[src/rtl/mem_arbiter.sv]
// -----------------------------------------------------------------------------
// mem_arbiter
//
// Shares the core's single memory bus port between the instruction-fetch path
// (read-only) and the load/store unit (read/write). One transaction is
// outstanding at a time. The grant is latched in IDLE and held until the
// response handshake completes.
//
// Optional feature macro: ARB_ROUND_ROBIN_EN
//   defined   : simultaneous requests alternate, starting from the requester
//               that did not win last time (last_grant_reg tracks the winner).
//   undefined : fixed priority, the LSU wins simultaneous requests.
//
// Ports
//   clock, reset                     clock and synchronous active-high reset
//   if_req_*  / if_resp_*            fetch request / response handshakes
//   ls_req_*  / ls_resp_*            LSU request / response handshakes
//   mem_req_* / mem_resp_*           downstream bus bridge handshakes
// -----------------------------------------------------------------------------
module mem_arbiter #(
   parameter int ADDR_W = 32,
   parameter int DATA_W = 32
) (
   input  logic                clock,
   input  logic                reset,

   input  logic                if_req_valid,
   output logic                if_req_ready,
   input  logic [ADDR_W-1:0]   if_req_addr,
   output logic                if_resp_valid,
   input  logic                if_resp_ready,
   output logic [DATA_W-1:0]   if_resp_rdata,
   output logic                if_resp_err,

   input  logic                ls_req_valid,
   output logic                ls_req_ready,
   input  logic [ADDR_W-1:0]   ls_req_addr,
   input  logic                ls_req_wen,
   input  logic [DATA_W-1:0]   ls_req_wdata,
   input  logic [DATA_W/8-1:0] ls_req_wstrb,
   output logic                ls_resp_valid,
   input  logic                ls_resp_ready,
   output logic [DATA_W-1:0]   ls_resp_rdata,
   output logic                ls_resp_err,

   output logic                mem_req_valid,
   input  logic                mem_req_ready,
   output logic [ADDR_W-1:0]   mem_req_addr,
   output logic                mem_req_wen,
   output logic [DATA_W-1:0]   mem_req_wdata,
   output logic [DATA_W/8-1:0] mem_req_wstrb,
   input  logic                mem_resp_valid,
   output logic                mem_resp_ready,
   input  logic [DATA_W-1:0]   mem_resp_rdata,
   input  logic                mem_resp_err
);

   typedef enum logic [1:0] {
      IDLE = 2'd0,
      REQ  = 2'd1,
      RESP = 2'd2
   } state_t;

   // grant encoding: 0 = IFU, 1 = LSU
   state_t state_reg, state_next;
   logic   grant_reg, grant_next;
`ifdef ARB_ROUND_ROBIN_EN
   logic   last_grant_reg, last_grant_next;
`endif

   always_ff @(posedge clock) begin
      if (reset) begin
         state_reg      <= IDLE;
         grant_reg      <= 1'b0;
`ifdef ARB_ROUND_ROBIN_EN
         last_grant_reg <= 1'b0;
`endif
      end else begin
         state_reg      <= state_next;
         grant_reg      <= grant_next;
`ifdef ARB_ROUND_ROBIN_EN
         last_grant_reg <= last_grant_next;
`endif
      end
   end

   always_comb begin
      state_next      = state_reg;
      grant_next      = grant_reg;
`ifdef ARB_ROUND_ROBIN_EN
      last_grant_next = last_grant_reg;
`endif
      if_req_ready    = 1'b0;
      if_resp_valid   = 1'b0;
      if_resp_rdata   = '0;
      if_resp_err     = 1'b0;
      ls_req_ready    = 1'b0;
      ls_resp_valid   = 1'b0;
      ls_resp_rdata   = '0;
      ls_resp_err     = 1'b0;
      mem_req_valid   = 1'b0;
      mem_req_addr    = '0;
      mem_req_wen     = 1'b0;
      mem_req_wdata   = '0;
      mem_req_wstrb   = '0;
      mem_resp_ready  = 1'b0;

      case (state_reg)
         IDLE: begin
            if (if_req_valid || ls_req_valid) begin
               state_next = REQ;
               if (if_req_valid && ls_req_valid) begin
`ifdef ARB_ROUND_ROBIN_EN
                  grant_next = ~last_grant_reg;
`else
                  grant_next = 1'b1;
`endif
               end else begin
                  // single requester: granted directly
                  grant_next = ls_req_valid;
               end
            end
         end

         REQ: begin
            mem_req_valid = 1'b1;
            if (grant_reg) begin
               mem_req_addr  = ls_req_addr;
               mem_req_wen   = ls_req_wen;
               mem_req_wdata = ls_req_wdata;
               mem_req_wstrb = ls_req_wstrb;
               ls_req_ready  = mem_req_ready;
            end else begin
               // fetch is read-only: write fields stay zero
               mem_req_addr  = if_req_addr;
               if_req_ready  = mem_req_ready;
            end
            if (mem_req_ready) begin
               state_next = RESP;
            end
         end

         RESP: begin
            if (grant_reg) begin
               ls_resp_valid  = mem_resp_valid;
               ls_resp_rdata  = mem_resp_rdata;
               ls_resp_err    = mem_resp_err;
               mem_resp_ready = ls_resp_ready;
            end else begin
               if_resp_valid  = mem_resp_valid;
               if_resp_rdata  = mem_resp_rdata;
               if_resp_err    = mem_resp_err;
               mem_resp_ready = if_resp_ready;
            end
            if (mem_resp_valid && mem_resp_ready) begin
               state_next = IDLE;
`ifdef ARB_ROUND_ROBIN_EN
               last_grant_next = grant_reg;
`endif
            end
         end

         default: begin
            state_next = IDLE;
         end
      endcase
   end

endmodule

[config.mk]
export PLATFORM = sky130hd
export DESIGN_NAME = mem_arbiter
export DESIGN_NICKNAME = d
export VERILOG_FILES = /design/src/rtl/mem_arbiter.sv
export SDC_FILE = /design/constraint.sdc
export NUM_CORES = 1
export LEC_CHECK = 0
export BUFFER_PORTS_ARGS = -buffer_cell sky130_fd_sc_hd__clkbuf_2
export CAP_MARGIN = 25
export CORE_AREA = 2 2 109 111
export DETAILED_ROUTE_END_ITERATION = 10
export DIE_AREA = 0 0 111 113
export SLEW_MARGIN = 20
export SYNTH_ARGS = -nofsm -noshare
export SYNTH_HDL_FRONTEND = slang
export SYNTH_SLANG_ARGS = --single-unit
[constraint.sdc]
create_clock -name clock -period 1.3 [get_ports clock]
set_input_delay 0.13 -clock clock [delete_from_list [all_inputs] [get_ports clock]]
set_output_delay 0.13 -clock clock [all_outputs]
set_load 0.05 [all_outputs]
Yosys cells after proc, flatten, opt, wreduce, memory -nomap -nowiden:

Cells that the tools add are included.

* equality and inequality tests: 5
* muxes and demuxes: 33
* reduce and logical (&&, ||, !) cells: 6

Operators with widths (count)
* two-way mux 32 bit: 8
* two-way mux 1 bit: 19
* two-way mux 4 bit: 2
* two-way mux 2 bit: 3
* != test 2 bit, second input constant: 3
* one-hot mux 2 bit (3 select lines): 1
* AND reduction 3 bit: 1
* equality test 2 x 1 -> 1 bit, second input constant: 1
* equality test 2 bit, second input constant: 1
* logical AND 1 bit: 2
* logical NOT 2 bit: 1
* AND reduction 2 bit: 1
* logical OR 1 bit: 1

* register bits after elaboration: 3
* input bits: 142
* output and inout bits: 141
* logic and storage cells: 46

Logic depth before layout (Yosys ltp):

* word-level depth: 5
* depth in mapped cells: 6
* depth with buffers taken out: 3

Least setup slack after synthesis:

No wires, ideal clock.

* kind: register -> output
* start: register state_reg[0]
* end: output port if_req_ready
* arrival time: 1.796 ns
* required time: 1.170 ns
* setup slack: -0.626 ns
* stages on the path, launching flop included: 5
* buffers on the path: 2
* cell sequence: dfxtp_1 -> buf_4 -> nand2b_1 -> buf_4 -> nor3b_1

* word-level cells in the longest chain between the ends: 2

RTL lines
* start: declaration: RTL line 65 `state_t state_reg, state_next;`
* start signal: assignment: RTL line 79 `state_reg <= state_next;`
* equality test 2 x 1 -> 1 bit: RTL line 108 `case (state_reg)`
* two-way mux 1 bit: RTL line 108
* end: declaration: RTL line 28 `output logic if_req_ready,`

No other way between the ends.

Worst setup path after layout:

* start: register grant_reg
* end: output port if_resp_rdata[11]

* word-level cells in the longest chain between the ends: 2

RTL lines
* start: declaration: RTL line 66 `logic grant_reg, grant_next;`
* start signal: assignment: RTL line 80 `grant_reg <= grant_next;`
* two-way mux 32 bit: RTL line 144 `if (grant_reg) begin`
* two-way mux 32 bit: RTL line 108
* end: declaration: RTL line 32 `output logic [DATA_W-1:0] if_resp_rdata,`

No other way between the ends.

==> results <==
- The run finished, with violations left.
- The final reports fail on setup timing.
- Port buffering added around 280 buffers.
- The number of buffers created by CTS is 3.
- The cell count after placement is between 600 and 700.
- Of the cells placed in the final design, the portion with a size suffix greater than 1 is between 90% and 100%.
- The sequential fraction of the synthesis area is 4.24%.
- For the finished layout, the period the worst path requires is 1.60 ns.
- The post-detailed-route via-to-cell ratio is roughly 4.2.
- The flip-flop count of the largest register after layout is 2.
- Across every metal layer, demand over resource in global routing totals ~17%.
- The number of hold violations in the final report is 0.
- The most used flip-flop cell after synthesis is sky130_fd_sc_hd__dfxtp_1.
- The first global-routing pass estimated between 15000 and 20000 um of wire.
- The number of antenna violations at the first check in global routing is 0.
- The required time of the worst setup path is about 1.2 ns.
- The mean instance size in the synthesized netlist is ~6.7 um2.
- The number of standard cells after synthesis is roughly 210.
- The detailed router finished its first iteration with 76 violations.
- The cell sitting at the root of the clock tree is a sky130_fd_sc_hd__clkbuf_16.
- The signed area change from the synthesized netlist to the final layout is 350%.
- The via total after detailed routing is ~2800.
- The die covers about 13000 um2.
- 0 antenna diodes ended up in the layout.
- For met1 alone, demand over resource in global routing was a little under a fifth.
- In this run the number of H-tree levels came out at 1.
- In the finished design, the share of the clock period the worst path needs comes to 123%.
- The register bit count reported by yosys is 3.
- The critical path goes through nor3b_4 > buf_6 > clkbuf_16 > and2_4 > clkbuf_16.
- The final total negative setup slack is -33.21 ns.
- TritonCTS built the clock tree.
- The count of placed standard cells in the final layout, fillers left out is about 650.
- The type of destination of the critical path is an output pin.
- The clock passes through at most 2 buffers.
- The number of nets with antenna violations after detailed routing is 0.
- The final RePlAce weighted congestion is 0.789.
- For met2 alone, demand over resource in global routing was approximately a third.
- The power density over cell area is ~550 nW/um2.
- Setup repair after global routing could not meet its margin everywhere.
- In this run the static leakage power is 2.87 nW.
- The number of flops mapped to enable cells by yosys is 0.
- The worst slack at placement is -0.109 ns.
- The sink count of the clock tree is 3.
- The final worst clock skew is 0.00102 ns.
- The peak-usage layer in the global routing report is met2.
- The type of the worst setup path is flip-flop to output pin.
- The launching element type of the critical path is a flip-flop.
- The path class of the tightest hold or removal check is input port to flip-flop.
- The maximum number of pins on one net before global-route repair is 35.
- The async set-reset flop share out of synthesis is 0%.
- The y dimension of the die is between 100 and 150 um.
- The endpoint arrival time on the critical path is ~1.5 ns.
- For this run, the post-layout net count is 654.
- The total standard cell area after synthesis is ~1400 um2.
- The total nets after synthesis is around 360.
- Counting the fill cells in the layout gives ~870.
- In this run the worst path has a maximum fanout of 8.
- After floorplanning, the core was sized to cover roughly 11000 um2.
- On the worst path, the slowest cell contributes a delay of roughly 0.37 ns.
- After floorplanning, the core was divided into 39 placement rows.
- Setup violations remaining at the end of the flow were counted as 140.
- The initial core utilization is about 13%.
- The average routed wire per standard cell is 18.4 um.
- Global routing consumed, on the met3 layer, 3.32% of the routing resources.
- The worst-case headroom to the max-slew limit is approximately 77%.
- For the pin with the worst max-slew slack, the measured transition is about 0.34 ns.
- In the routed design, unresolved DRC markers number 0.
- The number of max-slew violations in the final report is 0.
- The total congestion overflow after global routing is 0.
- The number of top-level pins is 283.
- The clock-pin slew on the worst setup and hold paths is roughly 0.030 ns.
- The number of iterations in the first detailed-routing pass is 4.
- The final worst slack is -0.300 ns.
- The number of global-route vias before repair was slightly below 3000.
- The maximum resistive drop on vdd is 0.383 mV.
- The clock reaches the later pin of the worst-skew pair after ~0.23 ns.
- The HPWL after detailed placement is between 7000 and 8000 um.
- The sum of routed wire length over all layers is roughly 12000 um.
- The count of yosys warnings during synthesis is 0.
- The most frequent cell on the critical path is sky130_fd_sc_hd__clkbuf_16.
- The number of distinct library cells after synthesis is 22.
- Max-cap violations in this run came to 0.
- For this design, the slowest cell found on the critical path is sky130_fd_sc_hd__dfxtp_4.
- The timing-limited maximum frequency is between 600 and 700 MHz.
- Measured along the x axis, the die boundary spans between 100 and 150 um.
-- per-stage QoR --
step	area [um2]	power (mW)	util (%)	hold WS [ns]
2_1_floorplan	1980	1.49	-	0.222
3_3_place_gp	4470	2.30	39.6	0.382
3_5_place_dp	4470	2.33	39.6	0.391
4_1_cts	6130	3.35	54.4	0.144
5_1_grt	6390	3.62	56.7	0.193
6_report	6390	3.49	56.7	0.145
-- layer usage --
| layer | wire length, um | share of wire, % |
|---|---|---|
| met4 | 138 | 1.1 |
| met3 | 887 | 7.4 |
| met2 | 6660 | 55 |
| met5 | 0 | 0 |
| met1 | 4320 | 36 |
-- repair_timing --
action | 4_1_cts | 5_1_grt
buffers inserted | 5 | 3
hold buffers | 0 | 0
resized for setup | 225 | 50
cloned | 8 | 6
endpoints found under the setup margin | 141 | 141
pin swaps | 28 | 37
-- power breakdown --
group          total [mW]  switching (mW)  leakage [nW]  internal, mW
Sequential          0.124          0.0193        0.0264         0.105
Combinational        2.87            1.49          2.80          1.37
Clock               0.495          0.0894        0.0382         0.405
Total                3.49            1.60          2.87          1.88
-- cell usage after synthesis (2+ instances only) --
cell type                   n  area share, %
sky130_fd_sc_hd__and2_1    68             30
sky130_fd_sc_hd__mux2i_1   33             23
sky130_fd_sc_hd__and3_1    38             17
sky130_fd_sc_hd__nor2_1    32            8.5
sky130_fd_sc_hd__nor3b_1    4            2.1
sky130_fd_sc_hd__buf_4      6            3.2
sky130_fd_sc_hd__clkbuf_1  11            2.9
sky130_fd_sc_hd__clkbuf_2   4            1.4
sky130_fd_sc_hd__dfxtp_1    3            4.2
sky130_fd_sc_hd__nand2b_1   2           0.88
-- placed cells by master (no fill, tap or decap), types with 2 or more instances in the layout --
| cell | count |
|---|---|
| sky130_fd_sc_hd__clkbuf_2 | 155 |
| sky130_fd_sc_hd__and2_4 | 68 |
| sky130_fd_sc_hd__buf_12 | 66 |
| sky130_fd_sc_hd__clkbuf_16 | 61 |
| sky130_fd_sc_hd__nor2_4 | 30 |
| sky130_fd_sc_hd__and3_4 | 30 |
| sky130_fd_sc_hd__mux2i_1 | 15 |
| sky130_fd_sc_hd__buf_8 | 12 |
| sky130_fd_sc_hd__mux2i_2 | 10 |
| sky130_fd_sc_hd__mux2i_4 | 8 |
| sky130_fd_sc_hd__and3_2 | 8 |
| sky130_fd_sc_hd__buf_6 | 8 |
| sky130_fd_sc_hd__buf_4 | 6 |
| sky130_fd_sc_hd__buf_16 | 5 |
| sky130_fd_sc_hd__clkbuf_4 | 4 |
| sky130_fd_sc_hd__nor3b_4 | 2 |
| sky130_fd_sc_hd__nor2_2 | 2 |
| sky130_fd_sc_hd__nor3b_1 | 2 |
| sky130_fd_sc_hd__dfxtp_4 | 2 |
-- logic make-up (layout without fill, tap and decap cells) --
kind of cell	after synthesis	after routing	synth area share [%]
AO/OA/AOI/OAI	3	3	1.68
flip-flops	3	3	4.24
AND/OR/NAND/NOR	150	150	61.9
multiplexers	33	33	23.3
buffers and inverters	24	322	8.91
-- final timing paths --
check	start	end	slack, ns	cells after the start
setup reg to reg	grant_reg$_SDFFE_PP0P_	state_reg[1]$_SDFFE_PP0P_	0.13	3
hold / removal	reset	state_reg[0]$_SDFFE_PP0P_	0.15	2
hold reg to reg	state_reg[1]$_SDFFE_PP0P_	state_reg[0]$_SDFFE_PP0P_	0.56	2
setup / recovery	grant_reg$_SDFFE_PP0P_	if_resp_rdata[11]	-0.30	5
-- worst max-delay path, delay by kind of cell, from the launching register on --
family,cells,cell delay [ns]
buf+inv,3,0.52
simple gates,2,0.34
flops,1,0.37
-- area by class of cell --
class / count / area, um2 / area share, %
multi-input cells: 186 / 1960 / 30.7
inverters: 1 / 16.3 / 0.255
clock buffers: 4 / 78.8 / 1.23
repair buffers: 317 / 4080 / 63.9
flip-flops and latches: 3 / 68.8 / 1.08
well taps: 143 / 179 / 2.80
No activity file was read; power rests on OpenSTA's default activity.
